<file path="config.mk">
export PLATFORM = sky130hd
export DESIGN_NAME = mem_port_arbiter
export DESIGN_NICKNAME = d
export VERILOG_FILES = /design/src/rtl/mem_port_arbiter.sv
export SDC_FILE = /design/constraint.sdc
export NUM_CORES = 1
export LEC_CHECK = 0
export BUFFER_PORTS_ARGS = -buffer_cell sky130_fd_sc_hd__buf_2
export CAP_MARGIN = 5
export CORE_MARGIN = 2
export CORE_UTILIZATION = 35
export DETAILED_ROUTE_END_ITERATION = 10
export GPL_ROUTABILITY_DRIVEN = 0
export SLEW_MARGIN = 20
export SYNTH_ARGS = -nofsm -noshare
export SYNTH_HDL_FRONTEND = slang
export SYNTH_SLANG_ARGS = --single-unit
</file>
<file path="constraint.sdc">
create_clock -name clk -period 9.96 [get_ports clk]
set_input_delay 1.992 -clock clk [delete_from_list [all_inputs] [get_ports clk]]
set_output_delay 1.992 -clock clk [all_outputs]
set_load 0.005 [all_outputs]
</file>
<file path="src/rtl/mem_port_arbiter.sv">
// mem_port_arbiter: round-robin arbiter between two word requesters sharing a
// byte-serial memory. Each granted word is moved as BEATS big-endian byte
// beats. Read bytes return RD_LAT cycles after their beat. The requester then
// gets a one-cycle acknowledge, and for reads the assembled word.
module mem_port_arbiter #(
  parameter int ADDR_W = 8,
  parameter int BEATS  = 4,
  parameter int RD_LAT = 1
) (
  input  logic                 clk,
  input  logic                 reset,
  input  logic                 req0,
  input  logic                 we0,
  input  logic [ADDR_W-1:0]    addr0,
  input  logic [8*BEATS-1:0]   wdata0,
  output logic                 ack0,
  input  logic                 req1,
  input  logic                 we1,
  input  logic [ADDR_W-1:0]    addr1,
  input  logic [8*BEATS-1:0]   wdata1,
  output logic                 ack1,
  output logic [8*BEATS-1:0]   rdata,
  output logic                 busy,
  output logic                 mem_req,
  output logic                 mem_rw_select,
  output logic [ADDR_W-1:0]    mem_address,
  output logic [7:0]           mem_data_in,
  input  logic [7:0]           mem_data_out
);

  localparam int W  = 8 * BEATS;
  localparam int CW = $clog2(BEATS + RD_LAT + 1);

  typedef enum logic [1:0] {IDLE, BEAT, DRAIN, DONE} state_t;

  state_t              state, next_state;
  logic [CW-1:0]       cnt;
  logic                start, grant_id;
  logic                id_l, we_l, last_grant;
  logic [ADDR_W-1:0]   addr_l;
  logic [W-1:0]        wdata_l, shift_word, rdata_r, wr_shifted;
  logic [RD_LAT-1:0]   pipe_vld, pipe_last;
  logic                rd_issue, rd_issue_last;

  // Arbitration and sequencing: pick a winner in IDLE, walk beats, drain reads.
  always_comb begin
    next_state = state;
    start      = 1'b0;
    grant_id   = 1'b0;
    case (state)
      IDLE: begin
        if (req0 || req1) begin
          start      = 1'b1;
          next_state = BEAT;
          if (req0 && req1) grant_id = ~last_grant;
          else              grant_id = req1;
        end
      end
      BEAT: begin
        if (cnt == CW'(BEATS - 1)) next_state = we_l ? DONE : DRAIN;
      end
      DRAIN: begin
        if (cnt == CW'(RD_LAT - 1)) next_state = DONE;
      end
      DONE:    next_state = IDLE;
      default: next_state = IDLE;
    endcase
  end

  // State register plus the beat/drain counter, restarted on every state change.
  always_ff @(posedge clk or posedge reset) begin
    if (reset) begin
      state <= IDLE;
      cnt   <= '0;
    end else begin
      state <= next_state;
      if (next_state != state) cnt <= '0;
      else if (state != IDLE)  cnt <= cnt + 1'b1;
    end
  end

  // Capture the winner's operands at the granting edge; later changes are ignored.
  always_ff @(posedge clk or posedge reset) begin
    if (reset) begin
      id_l       <= 1'b0;
      we_l       <= 1'b0;
      addr_l     <= '0;
      wdata_l    <= '0;
      last_grant <= 1'b1;
    end else if (start) begin
      id_l       <= grant_id;
      we_l       <= grant_id ? we1 : we0;
      addr_l     <= grant_id ? addr1 : addr0;
      wdata_l    <= grant_id ? wdata1 : wdata0;
      last_grant <= grant_id;
    end
  end

  assign rd_issue      = (state == BEAT) && !we_l;
  assign rd_issue_last = rd_issue && (cnt == CW'(BEATS - 1));

  // Delay line marking which cycles carry a returning read byte, and the final one.
  always_ff @(posedge clk or posedge reset) begin
    if (reset) begin
      pipe_vld  <= '0;
      pipe_last <= '0;
    end else begin
      pipe_vld[0]  <= rd_issue;
      pipe_last[0] <= rd_issue_last;
      for (int i = 1; i < RD_LAT; i++) begin
        pipe_vld[i]  <= pipe_vld[i-1];
        pipe_last[i] <= pipe_last[i-1];
      end
    end
  end

  // Shift returning bytes in MSB first; publish the word when the last byte lands.
  always_ff @(posedge clk or posedge reset) begin
    if (reset) begin
      shift_word <= '0;
      rdata_r    <= '0;
    end else begin
      if (pipe_vld[RD_LAT-1]) shift_word <= W'({shift_word, mem_data_out});
      if (pipe_last[RD_LAT-1]) rdata_r <= W'({shift_word, mem_data_out});
    end
  end

  // Write byte for the current beat: beat k carries the k-th byte from the top.
  always_comb begin
    wr_shifted  = wdata_l << (8 * cnt);
    mem_data_in = 8'h00;
    if (state == BEAT && we_l) mem_data_in = wr_shifted[W-1 -: 8];
  end

  assign mem_req       = (state == BEAT);
  assign mem_rw_select = (state == BEAT) ? ~we_l : 1'b1;
  assign mem_address   = addr_l;
  assign busy          = (state != IDLE);
  assign ack0          = (state == DONE) && !id_l;
  assign ack1          = (state == DONE) && id_l;
  assign rdata         = rdata_r;

endmodule

</file>
Yosys cells after proc, flatten, opt, wreduce, memory -nomap -nowiden

Index checks and enable logic that the tools add are counted.

Add/sub/neg operators: 1
Equality and inequality tests: 5
Shift operators: 1
Multiplexer cells: 17
Bitwise operators: 2
Reductions and logical operators: 13

Operator list:

| cell                  | count |
|---|---|
| $mux W32              | 1 |
| $shl A32 B6 Y32       | 1 |
| $mux W8               | 2 |
| $mux W1               | 8 |
| $pmux W2 S4           | 1 |
| $logic_and A1 B1 Y1   | 6 |
| $mux W2               | 3 |
| $mux W3               | 2 |
| $eq A2 B2 Y1 const B  | 2 |
| $reduce_bool A2 Y1    | 2 |
| $add A3 B1 Y3 const B | 1 |
| $eq A3 B2 Y1 const B  | 1 |
| $logic_not A3 Y1      | 1 |
| $eq A2 B1 Y1 const B  | 1 |
| $logic_not A1 Y1      | 2 |
| $logic_not A2 Y1      | 1 |
| $ne A2 B2 Y1          | 1 |
| $not A1 Y1            | 2 |
| $logic_or A1 B1 Y1    | 1 |

Flip-flop bits (word level): 106
Input port bits: 94
Output and inout port bits: 53
Word-level logic and storage cells: 50

Longest topological paths before layout

Word-level depth: 5
Depth in mapped cells: 6
Mapped depth without buffers: 5

Worst setup path before layout

Ideal clock, no wire load.

Kind: register to output
From: reg cnt[0]
To: out mem_data_in[0]
Arrival time: 1276 ps
Required time: 7968 ps
Path slack: 6692 ps
Stages on the path, launching flop included: 4
Buffers on the path: 1
Cells stage by stage: dfrtp_1 > buf_2 > mux4_2 > nor2b_1

Word-level cells in the longest chain between the ends: 2

Ends and longest elaborated chain:

| element                | line | source |
|---|---|---|
| start, declared        | 37   | `logic [CW-1:0] cnt;` |
| start signal, assigned | 78   | `else if (state != IDLE) cnt <= cnt + 1'b1;` |
| $shl A32 B6 Y32        | 130  | `wr_shifted = wdata_l << (8 * cnt);` |
| $mux W8                | 132  | `if (state == BEAT && we_l) mem_data_in = wr_shifted[W-1 -: 8];` |
| end, declared          | 27   | `output logic [7:0] mem_data_in,` |

Every way passes these cells.

Final worst setup path

From: reg cnt[0]
To: out mem_data_in[4]

Same word-level chain as after synthesis.

==> results list <==
- Status: finished clean
- Measured slew at the worst slew-check pin: 1.12 ns
- Detail-routed via count per cell: about 4.9
- Across the run, the number of max-cap violations was 0.
- Die boundary height: ~130 um
- Clock tree synthesis found a total of 106 sinks.
* Count of endpoints failing hold in the final timing report: 0
- Largest delay contributor family on the critical path: flip-flops
- Worst reg2reg path depth: 5
- # rows: between 40 and 50
* Number of synthesized flops with an enable pin: 0
* Die W: approximately 130 um
- Number of detailed-route iterations in the first pass: 4
- Met2 track demand over resource in global routing: 24.7%
- Total power per unit cell area: 308 nW/um^2
- Remaining DRCs: 0
* Launch point of the critical path: cnt[0]$_DFFE_PP0P_
* Clock-pin transition on the worst setup and hold timing paths: roughly 0.07 ns
- Cells fill 43.1% of the core in the end.
* Minimum setup slack after placement: 5.85 ns
- For this design the static power due to leakage is about 2.8 nW.
- Io pins: between 100 and 150
- Setup Fix Bufs, Post-CTS: 0
- Highest-count cells in the layout ignoring fill and taps: sky130_fd_sc_hd__buf_2 (146), sky130_fd_sc_hd__dfrtp_1 (105), sky130_fd_sc_hd__nand2_1 (89)
- Setup repair after global routing missed its margin: false
- Per-cell routed wire length: approximately 16 um
* Post-synthesis sequential area ratio: 49.7%
- Leaving out fill and tap cells, the most frequent cell in the layout is sky130_fd_sc_hd__buf_2.
* Count of vias placed by the detailed router: between 3000 and 4000
- The worst register-to-register path begins at state[0]$_DFF_PP0_.
- In this run the remaining antenna-violating nets after routing total 0.
* Maximum frequency from static timing analysis: 0.250 GHz
- Busiest layer in global routing: met2
- The clock period could shrink to 4.00 ns.
- Highest fanout seen on the critical path: 12
- Category of the critical setup timing path: flop to primary output
* Avg Synthesized Cell Area: approximately 13 sq um
* Worst min-delay path class: flop to flop
- Cell chain of the critical path: mux4_2 -> nor2b_1 -> buf_2
- In this run, distinct cell masters in the synthesized netlist total 31.
- On the worst path, the slowest cell contributes a delay of 0.75 ns.
- Synth async-reset ratio: 100%
- After synthesis the cells add up to between 5000 and 6000 sq um.
* Power Total: 1.99 mW
* Inserted Diodes: 0
- The worst setup path is launched from a flop.
* Final Max Tran Viols: 0
- The total area inside the core boundary comes to 15000 sq um.
* Finished Cell Area: around 6500 sq um
- Clock tree from TritonCTS: built
- For met1 alone, demand over resource in global routing was between 20% and 30%.
- Setup tns final: 0 ns
- Worst EP arrival: 2.01 ns
- FF+latch count, synth: 106
* Share of final-layout standard cells stronger than drive strength 1: 50.1%
- In the synthesized netlist the dominant register cell turns out to be sky130_fd_sc_hd__dfrtp_1.
- Warning count from the yosys run: 0
- For the worst setup path, the data required time is 7.97 ns.
* Count of routing violations after the opening detailed-route iteration: 186
* CTS hold repair buffers: 0
- Fin worst setup slack: ~6.0 ns
- Library cell contributing the largest single delay on the critical path: sky130_fd_sc_hd__dfrtp_1
* Net count of the mapped netlist: 515
- M3 GR Usage: just over 4%
- Depth of the worst hold-timing path: 1
- Quantity of I/O buffers inserted on ports: 146
* Total global-route track usage: 15.5%
* Setup-violating endpoint count in the final report: 0
* Source-to-sink clock delay at the later pin of the worst-skew pair: 0.35 ns
- Together, buffers and inverters on the worst path number 1.
* Final setup skew: 0.00693 ns
- Clock Tree Buf Depth: 2
- Termination of the worst setup path: mem_data_in[4]
- Layout overhead on the synthesized area: 21.1%
* Number of global-route vias before repair: 3850
- Summed over all layers, the routed wires come to 11900 um.
- Number of cells produced by synthesis: 418
- Number of inserted filler cells in the final layout: 1416
* Setup slack of the most critical reg-to-reg path: between 7 and 8 ns
- Placed wire-length estimate: roughly 8300 um
- Of the available clock period, the critical path in the final layout requires 40.2%.
- The worst register-to-register path ends at mem_address[4]$_DFFE_PP0P_.
- CTS H-tree depth: 3
- VDD sags by at most 0.0955 mV.
- Initial Util: 35.5%
* Worst max-slew margin expressed relative to the limit: 25.5%
* Post-CTS sizing: 0
- For this run the aggregate overflow at the end of global routing stands at 0.
* Crit. End Element: primary output
- After detailed placement, the total cell area comes to 6140 sq um.
- The net count of the finished layout is between 600 and 700.
- The number of antenna violations at the first check in global routing is 0.
- Wire length of the first global-routing pass: between 15000 and 20000 um
* Die Outline Area: 16300 sq um
- Root buf cell: sky130_fd_sc_hd__clkbuf_16
* Number of buffers created by CTS: 9
- Counting buffers and inverters, the worst setup path is 3 cells deep.
* Largest net degree at the start of global routing: 66
## flip-flops by register name, indices dropped and copies added (netlist names)
name / cells
id_l: 1
shift_word: 24
pipe_vld: 1
last_grant: 1
state: 2
we_l: 1
rdata: 32
mem_address: 8
wdata_l: 32
cnt: 3
pipe_last: 1
## kinds of logic after synthesis
| family | share of synthesized area [%] |
|---|---|
| compound gates | 21.0 |
| fa+ha+maj | 0.702 |
| buf+inv | 4.61 |
| flops | 49.7 |
| mux | 15.2 |
| simple gates | 8.83 |
## cell usage after synthesis, types with 3 or more instances
cell type	n	area [sq um]
sky130_fd_sc_hd__buf_2	15	75.1
sky130_fd_sc_hd__nand2b_1	3	18.8
sky130_fd_sc_hd__nor2_1	3	11.3
sky130_fd_sc_hd__inv_1	8	30.0
sky130_fd_sc_hd__a31oi_1	3	18.8
sky130_fd_sc_hd__a21oi_1	42	210
sky130_fd_sc_hd__ha_1	3	37.5
sky130_fd_sc_hd__dfrtp_1	105	2630
sky130_fd_sc_hd__nor2b_1	9	56.3
sky130_fd_sc_hd__a31oi_4	39	830
sky130_fd_sc_hd__mux2_2	56	631
sky130_fd_sc_hd__mux4_2	8	180
sky130_fd_sc_hd__buf_12	4	80.1
sky130_fd_sc_hd__clkbuf_1	12	45.0
sky130_fd_sc_hd__o21ai_0	4	20.0
sky130_fd_sc_hd__nand2_1	89	334
## worst register-to-register path, cell delays in order (launching register included)
cell	delay (ns)
sky130_fd_sc_hd__dfrtp_1	0.48
sky130_fd_sc_hd__nor2_4	0.14
sky130_fd_sc_hd__buf_4	0.43
sky130_fd_sc_hd__and2_4	0.23
sky130_fd_sc_hd__buf_4	0.81
sky130_fd_sc_hd__a31oi_4	0.22
## worst min path at each step
stage,startpoint,endpoint,slack (ns)
final,shift_word[16]$_DFFE_PP0P_,rdata[24]$_DFFE_PP0P_,0.50
after global routing,shift_word[16]$_DFFE_PP0P_,rdata[24]$_DFFE_PP0P_,0.53
after CTS,rdata[3]$_DFFE_PP0P_,rdata[3]$_DFFE_PP0P_,0.51
after detailed placement,rdata[3]$_DFFE_PP0P_,rdata[3]$_DFFE_PP0P_,0.49
after global placement,cnt[2]$_DFFE_PP0P_,cnt[2]$_DFFE_PP0P_,0.48
after floorplan,cnt[2]$_DFFE_PP0P_,cnt[2]$_DFFE_PP0P_,0.46
## cell type report
cell class / instances / area [sq um] / area share, %
inverter: 8 / 32.5 / 0.503
clock buffer: 10 / 229 / 3.54
sequential: 106 / 2650 / 41.0
tap: 188 / 235 / 3.63
timing repair buffer: 152 / 796 / 12.3
clock inverter: 6 / 72.6 / 1.12
multi-input combinational: 271 / 2450 / 37.9
## power by group
part / internal [mW] / switching [mW]
combinational: 0.446 / 0.366
sequential: 0.650 / 0.169
clock: 0.198 / 0.165
total: 1.29 / 0.699
## through the flow
stage / hold slack (ns) / std cells
2_1_floorplan: 0.463 / 418
4_1_cts: 0.506 / 740
3_5_place_dp: 0.490 / 724
3_3_place_gp: 0.478 / 724
6_report: 0.498 / 741
5_1_grt: 0.527 / 741
## per-layer routing
metal  wire length [um]  vias to the layer above
met1               5400                     1794
met3                584                       18
met2               5690                      118
met5                  0                        -
met4                249                        0
li1                   -                     1727
(Power assumes the default switching activity.)
